<file path="src/rtl/hc_pkg.sv">
// hc_pkg: definitions shared by the HC stream cipher controller and datapath.
// Holds the operation codes, table geometry, the controller state encoding
// and the phase encoding of the single-outstanding operation handshake.
package hc_pkg;

  localparam logic [1:0] HC_OP_LOAD   = 2'd0;
  localparam logic [1:0] HC_OP_EXPAND = 2'd1;
  localparam logic [1:0] HC_OP_MIX    = 2'd2;
  localparam logic [1:0] HC_OP_GEN    = 2'd3;

  localparam int HC_LOAD_WORDS  = 16;
  localparam int HC_W_WORDS     = 1280;
  localparam int HC_TABLE_WORDS = 512;

  localparam int HC_IDX_W  = 11;
  localparam int HC_STEP_W = 10;

  typedef enum logic [2:0] {
    HC_ST_IDLE,
    HC_ST_LOAD,
    HC_ST_EXPAND,
    HC_ST_MIX,
    HC_ST_KEYED,
    HC_ST_GEN
  } hc_state_t;

  typedef enum logic [1:0] {
    HC_HS_IDLE,
    HC_HS_ISSUE,
    HC_HS_WAIT
  } hc_hs_phase_t;

  // MIX/GEN operation index: step counter i, bit 9 selects the Q table.
  function automatic logic [HC_IDX_W-1:0] hc_step_idx(input logic [HC_STEP_W-1:0] i);
    return {1'b0, i};
  endfunction

endpackage

</file>
<file path="src/rtl/hc_ctrl_if.sv">
// hc_ctrl_if: operation channel between the HC sequencer and the P/Q table
// datapath. valid/ready transfers an operation, done reports its completion.
interface hc_ctrl_if;
  import hc_pkg::*;

  logic                op_valid;
  logic                op_ready;
  logic [1:0]          op_code;
  logic [HC_IDX_W-1:0] op_idx;
  logic                op_done;

  modport master (
    output op_valid,
    output op_code,
    output op_idx,
    input  op_ready,
    input  op_done
  );

  modport slave (
    input  op_valid,
    input  op_code,
    input  op_idx,
    output op_ready,
    output op_done
  );

endinterface

</file>
<file path="src/rtl/hc_op_hs.sv">
// hc_op_hs: single-outstanding valid/ready/done tracker.
// ISSUE holds op_valid until op_ready; WAIT holds until op_done. A new
// operation may be issued in the same cycle the previous one completes.
// abort withdraws an offered but not yet accepted operation; an accepted
// operation always runs to op_done.
module hc_op_hs
  import hc_pkg::*;
(
  input  logic clk,
  input  logic reset_n,
  input  logic issue,
  input  logic abort,
  input  logic op_ready,
  input  logic op_done,
  output logic op_valid,
  output logic hs_idle,
  output logic hs_done
);

  hc_hs_phase_t phase;

  assign hs_idle = (phase == HC_HS_IDLE);
  // op_done only counts once the operation has been accepted.
  assign hs_done = (phase == HC_HS_WAIT) && op_done;

  // Handshake phase and the registered op_valid it drives.
  always_ff @(posedge clk or negedge reset_n) begin
    if (!reset_n) begin
      phase    <= HC_HS_IDLE;
      op_valid <= 1'b0;
    end else begin
      case (phase)
        HC_HS_IDLE: begin
          if (issue) begin
            phase    <= HC_HS_ISSUE;
            op_valid <= 1'b1;
          end
        end
        HC_HS_ISSUE: begin
          if (op_ready) begin
            phase    <= HC_HS_WAIT;
            op_valid <= 1'b0;
          end else if (abort) begin
            phase    <= HC_HS_IDLE;
            op_valid <= 1'b0;
          end
        end
        HC_HS_WAIT: begin
          if (op_done) begin
            if (issue) begin
              phase    <= HC_HS_ISSUE;
              op_valid <= 1'b1;
            end else begin
              phase <= HC_HS_IDLE;
            end
          end
        end
        default: begin
          phase    <= HC_HS_IDLE;
          op_valid <= 1'b0;
        end
      endcase
    end
  end

endmodule

</file>
<file path="src/rtl/hc_ctrl.sv">
// hc_ctrl: sequencer for the HC stream cipher datapath.
// Keying runs LOAD (idx 0..15), EXPAND (idx 16..1279) and MIX_STEPS
// discarded MIX steps; each next request in KEYED then issues one GEN step.
// The 10-bit step counter i is cleared at MIX entry and keeps running into
// GEN. An init during a sequence is held pending until the outstanding
// operation has finished its handshake, then keying restarts at LOAD idx 0.
// Optional feature macro: HC_CTRL_KS_COUNT_EN adds the 64-bit keystream word
// counter ks_count; without it ks_count is constant zero.
module hc_ctrl
  import hc_pkg::*;
#(
  parameter int MIX_STEPS = 1024
) (
  input  logic        clk,
  input  logic        reset_n,
  input  logic        init,
  input  logic        next,
  hc_ctrl_if.master   op,
  output logic        busy,
  output logic        keyed,
  output logic        word_done,
  output logic [63:0] ks_count
);

  localparam logic [HC_STEP_W-1:0] MIX_LAST  = HC_STEP_W'(MIX_STEPS - 1);
  localparam logic [HC_IDX_W-1:0]  LOAD_LAST = HC_IDX_W'(HC_LOAD_WORDS - 1);
  localparam logic [HC_IDX_W-1:0]  W_LAST    = HC_IDX_W'(HC_W_WORDS - 1);

  hc_state_t            state;
  logic                 pend_init;
  logic [HC_STEP_W-1:0] step_i;

  logic hs_idle;
  logic hs_done;
  logic in_seq;
  logic init_any;
  logic mix_last;
  logic start_load;
  logic accept_next;
  logic advance;
  logic continue_issue;
  logic issue;

  assign in_seq   = (state == HC_ST_LOAD) || (state == HC_ST_EXPAND) ||
                    (state == HC_ST_MIX)  || (state == HC_ST_GEN);
  assign init_any = init || pend_init;
  assign mix_last = (state == HC_ST_MIX) && (step_i == MIX_LAST);

  // (Re)keying starts once no operation is outstanding or the current one completes.
  assign start_load     = init_any && (hs_idle || hs_done);
  // init takes priority over a coincident next.
  assign accept_next    = next && !init && (state == HC_ST_KEYED);
  assign advance        = hs_done && !init_any;
  assign continue_issue = advance && ((state == HC_ST_LOAD) || (state == HC_ST_EXPAND) ||
                                      ((state == HC_ST_MIX) && !mix_last));
  assign issue          = start_load || accept_next || continue_issue;

  hc_op_hs u_hs (
    .clk      (clk),
    .reset_n  (reset_n),
    .issue    (issue),
    .abort    (init_any),
    .op_ready (op.op_ready),
    .op_done  (op.op_done),
    .op_valid (op.op_valid),
    .hs_idle  (hs_idle),
    .hs_done  (hs_done)
  );

  // Sequencer state, operation code/index and status flags.
  always_ff @(posedge clk or negedge reset_n) begin
    if (!reset_n) begin
      state      <= HC_ST_IDLE;
      pend_init  <= 1'b0;
      step_i     <= '0;
      op.op_code <= HC_OP_LOAD;
      op.op_idx  <= '0;
      busy       <= 1'b0;
      keyed      <= 1'b0;
      word_done  <= 1'b0;
    end else begin
      word_done <= 1'b0;

      if (start_load) begin
        pend_init <= 1'b0;
      end else if (init && in_seq) begin
        pend_init <= 1'b1;
      end

      if (init && in_seq) begin
        keyed <= 1'b0;
      end

      if (start_load) begin
        state      <= HC_ST_LOAD;
        op.op_code <= HC_OP_LOAD;
        op.op_idx  <= '0;
        busy       <= 1'b1;
        keyed      <= 1'b0;
      end else if (accept_next) begin
        state      <= HC_ST_GEN;
        op.op_code <= HC_OP_GEN;
        op.op_idx  <= hc_step_idx(step_i);
        busy       <= 1'b1;
      end else if (advance) begin
        case (state)
          HC_ST_LOAD: begin
            op.op_idx <= op.op_idx + 11'd1;
            if (op.op_idx == LOAD_LAST) begin
              state      <= HC_ST_EXPAND;
              op.op_code <= HC_OP_EXPAND;
            end
          end
          HC_ST_EXPAND: begin
            if (op.op_idx == W_LAST) begin
              state      <= HC_ST_MIX;
              op.op_code <= HC_OP_MIX;
              op.op_idx  <= '0;
              step_i     <= '0;
            end else begin
              op.op_idx <= op.op_idx + 11'd1;
            end
          end
          HC_ST_MIX: begin
            step_i <= step_i + 10'd1;
            if (mix_last) begin
              state <= HC_ST_KEYED;
              busy  <= 1'b0;
              keyed <= 1'b1;
            end else begin
              op.op_idx <= hc_step_idx(step_i + 10'd1);
            end
          end
          HC_ST_GEN: begin
            step_i    <= step_i + 10'd1;
            state     <= HC_ST_KEYED;
            busy      <= 1'b0;
            word_done <= 1'b1;
          end
          default: begin
            state <= state;
          end
        endcase
      end
    end
  end

`ifdef HC_CTRL_KS_COUNT_EN
  // Keystream words produced since the last rekey; steps with each word_done.
  always_ff @(posedge clk or negedge reset_n) begin
    if (!reset_n) begin
      ks_count <= '0;
    end else if (start_load) begin
      ks_count <= '0;
    end else if (advance && (state == HC_ST_GEN)) begin
      ks_count <= ks_count + 64'd1;
    end
  end
`else
  assign ks_count = '0;
`endif

endmodule

</file>
<file path="src/flat_wrapper.sv">
// flat-port wrapper written by rule: the top's interface ports become plain ports
module hc_ctrl_flat import hc_pkg::*;
#(
  parameter int MIX_STEPS = 1024
)
  (clk, reset_n, init, next, busy, keyed, word_done, ks_count, op_op_valid, op_op_code, op_op_idx, op_op_ready, op_op_done);
  hc_ctrl_if op_i ();
  input  logic clk;
  input  logic reset_n;
  input  logic init;
  input  logic next;
  output logic busy;
  output logic keyed;
  output logic word_done;
  output logic [63:0] ks_count;
  output wire logic [$bits(op_i.op_valid)-1:0] op_op_valid;
  output wire logic [$bits(op_i.op_code)-1:0] op_op_code;
  output wire logic [$bits(op_i.op_idx)-1:0] op_op_idx;
  input wire logic [$bits(op_i.op_ready)-1:0] op_op_ready;
  input wire logic [$bits(op_i.op_done)-1:0] op_op_done;
  assign op_op_valid = op_i.op_valid;
  assign op_op_code = op_i.op_code;
  assign op_op_idx = op_i.op_idx;
  assign op_i.op_ready = op_op_ready;
  assign op_i.op_done = op_op_done;
  hc_ctrl #(.MIX_STEPS(MIX_STEPS)) u_core (.clk(clk), .reset_n(reset_n), .init(init), .next(next), .op(op_i), .busy(busy), .keyed(keyed), .word_done(word_done), .ks_count(ks_count));
endmodule
</file>
<file path="config.mk">
export PLATFORM = sky130hd
export DESIGN_NAME = hc_ctrl_flat
export DESIGN_NICKNAME = d
export VERILOG_FILES = /design/src/rtl/hc_pkg.sv /design/src/rtl/hc_ctrl_if.sv /design/src/rtl/hc_op_hs.sv /design/src/rtl/hc_ctrl.sv /design/src/flat_wrapper.sv
export SDC_FILE = /design/constraint.sdc
export NUM_CORES = 1
export LEC_CHECK = 0
export ABC_AREA = 0
export CAP_MARGIN = 25
export CORE_UTILIZATION = 47
export DETAILED_ROUTE_END_ITERATION = 7
export GPL_TIMING_DRIVEN = 0
export MAX_ROUTING_LAYER = met4
export PLACE_DENSITY = 0.81
export SLEW_MARGIN = 20
export SYNTH_ARGS = -nofsm -noshare
export SYNTH_HDL_FRONTEND = slang
export SYNTH_SLANG_ARGS = --single-unit
</file>
<file path="constraint.sdc">
create_clock -name clk -period 2.6 [get_ports clk]
set_clock_uncertainty 0.05 [all_clocks]
set_input_delay 0.52 -clock clk [delete_from_list [all_inputs] [get_ports clk]]
set_output_delay 0.52 -clock clk [all_outputs]
set_load 0.02 [all_outputs]
</file>
==> out/qor.txt <==
Startpoint types: input port
Grt total ovfl: 0
Die width: 78.08 um
Highest Clock Rate: 0.4088 GHz
Post-synthesis area per instance: 8.293 um^2
Sink Count: 33
Worst EP required: 2.75 ns
Status: finished clean
GP Congestion: 1.009
Kind of critical path: in2reg
Total wire length: 6433 um
Post-synth ARST share: 100.0%
Min-Delay Path Class: in2async
Vert. Die Dim: 78.08 um
Final setup vio count: 0
Worst reg2reg path depth: 5
First-pass GRT wire length: 10510 um
Crit. End Element: register
Number of nets in the layout: 428
CTS tree: yes
Vias in the first global route: 2178
Drt wl/cell: 13.08 um
Hold buffers post-CTS: 0
CTS root buf: clkbuf_8
RSZ-0062 raised after global routing: no
Final core utilization: 60.79%
H-tree Lvls: 2
Power density of the placed cells: 541.9 nW/um^2
Max Cap Viol: 0
Area Growth Syn to Fin: 23.83%
Non-Filler Instances: 492
Placed cell count: 485
Peak supply drop: 0.0003506 V
Post-cts gate resize count: 0
Initial Util: 49.10%
Number of port buffers: 22
I/O pins: 87
GRT Util Overall: 22.60%
Residual DRC: 0
Min Tclk post-route: 2.446 ns
Seq cells post-synth: 33
Clk buf depth: 2
Largest net degree at the start of global routing: 34
Final Hold Fails: 0
Cell count after synthesis: 328
Clock latency on the worst-skew pair: 0.29 ns
Post-synth EDFFs: 0
Arrival time worst endpoint: 2.59 ns
Lkg Pwr: 0.001626 uW
Post-synthesis cell area: 2720 um^2
Synth cell types: 62
Core Rows: 27
Top_reg_cell synth: dfrtp_1
DP Wirelength: 4779 um
DR iter-0 viols: 240
Number of diodes: 0
Core area: 5540 um^2
Crit share post-route: 94.08%
Max_slew headroom: 37.37%
Max FO, Critical Path: 10
Initial antenna violation count: 0
Post-CTS setup buffers: 0
Fraction of layout cells with a size suffix above 1: 22.86%
Synthesis warning total: 0
CTS Buf Count: 5
Via density: 5.136
Seq/Total Area, Yosys: 30.36%
DRT antenna net count: 0
Least-Margin Pin Slew: 0.9296 ns
Vias: 2527
Final Max Tran Viols: 0
Fillers: 515
Pre-antenna DRT Iters: 5
Die footprint: 6096 um^2
Fin Setup TNS: 0 ns
Clock-pin slew on the worst setup and hold paths: 0.07 ns
layer usage:
metal / vias to the layer above / share of wire, % / track usage [%] / wire, um
met5: - / 0 / - / 0
met4: 0 / 1.6 / 7.593 / 100
met3: 9 / 8.3 / 3.837 / 535
met2: 128 / 44 / 33.68 / 2862
met1: 1153 / 46 / 31.15 / 2933
li1: 1237 / - / - / -
critical path, cell delays in order:
cell,delay (ns)
clkdlybuf4s50_1,0.46
or4b_4,0.53
nor2_1,0.19
buf_4,0.21
o32ai_1,0.15
nor3b_1,0.27
mux2i_1,0.26
flip-flops by register name, summed over array words and instances, names as in the netlist:
name / count
u_core.op.op_idx: 11
u_core.step_i: 10
u_core.state: 3
u_core.op.op_code: 2
u_core.u_hs.phase: 2
u_core.busy: 1
u_core.keyed: 1
u_core.pend_init: 1
u_core.u_hs.op_valid: 1
u_core.word_done: 1
path summary, 6_finish.rpt:
path                                      from               end  slack, ns
hold reg to reg                    u_core.busy       u_core.busy       0.48
setup / recovery                          init   u_core.state[1]       0.15
min in group clk                   u_core.busy       u_core.busy       0.48
hold / removal                         reset_n       u_core.busy       0.24
setup reg to reg           u_core.op.op_idx[8]  u_core.step_i[3]       0.18
max in group asynchronous              reset_n  u_core.step_i[5]       1.80
metrics by stage:
step	setup WS [ns]	instance area (um^2)	hold slack (ns)	power (uW)
floorplan	0.4801	2957	0.1744	1206
global placement	-0.1442	3267	0.4462	1402
detailed placement	-0.1528	3262	0.4642	1412
CTS	0.1422	3348	0.2668	1808
global route	0.03623	3368	0.3092	1925
finish	0.1539	3368	0.2391	1825
report_power, final:
group	total (uW)	internal, uW	switching [uW]
combinational	816	319	497
clock	393	210	183
sequential	616	563	52.4
cells in the final DEF (no fill, tap or decap), drive strengths merged, types with 3 or more instances in the layout:
master and instances:
clkbuf 14, nand3b 5, nand2b 3, a31oi 7
o211ai 3, a22o 3, nor4b 4, dfrtp 33
nand2 24, a21oi 13, xnor2 4, nor3 13
clkdlybuf4s50 21, a32o 4, and3 5, nand4 3
o221ai 3, or3 4, nand3 9, o21ai 29
nor4 7, inv 8, buf 75, nor2 21
conb 64, nor2b 4, o31ai 3
final cells by class:
| cell class | count | area [um^2] | area share, % |
|---|---|---|---|
| Buffer | 81 | 570.5 | 16.94 |
| Sequential cell | 33 | 825.8 | 24.52 |
| Inverter | 8 | 30.03 | 0.8915 |
| Multi-Input combinational cell | 269 | 1550 | 46.03 |
| Clock buffer | 7 | 86.33 | 2.563 |
| Timing Repair Buffer | 22 | 215.2 | 6.389 |
| Tap cell | 72 | 90.09 | 2.675 |
cell usage after synthesis (all sizes together) (3+ instances only):
cell type	instances	area, um^2
buf	74	544.3
dfrtp	33	825.8
o21ai	29	145.1
nand2	24	90.09
nor2	21	81.33
a21oi	13	65.06
nor3	13	65.06
nand3	9	45.04
inv	8	30.03
a31oi	7	43.79
clkbuf	7	26.28
nor4	7	43.79
and3	5	31.28
nand3b	5	37.54
a32o	4	40.04
nor2b	4	32.53
nor4b	4	41.29
or3	4	25.02
xnor2	4	35.03
a22o	3	26.28
nand2b	3	18.77
nand4	3	18.77
o211ai	3	32.53
o221ai	3	32.53
o31ai	3	22.52
kinds of logic (layout without fill, tap and decap cells):
family                     Yosys count  count (layout)  share of synthesized area [%]
other                                1              64                         0.1379
adders and majority gates            2               2                         0.9198
muxes                                2               2                         0.7820
DFF                                 33              33                          30.36
AOI/OAI and AO/OA                   81              81                          20.47
buffers and inverters               89             118                          22.08
and+or+nand+nor                    116             116                          23.97
xor gates and xnor gates             4               4                          1.288
Power figures use the tool's default switching activity.
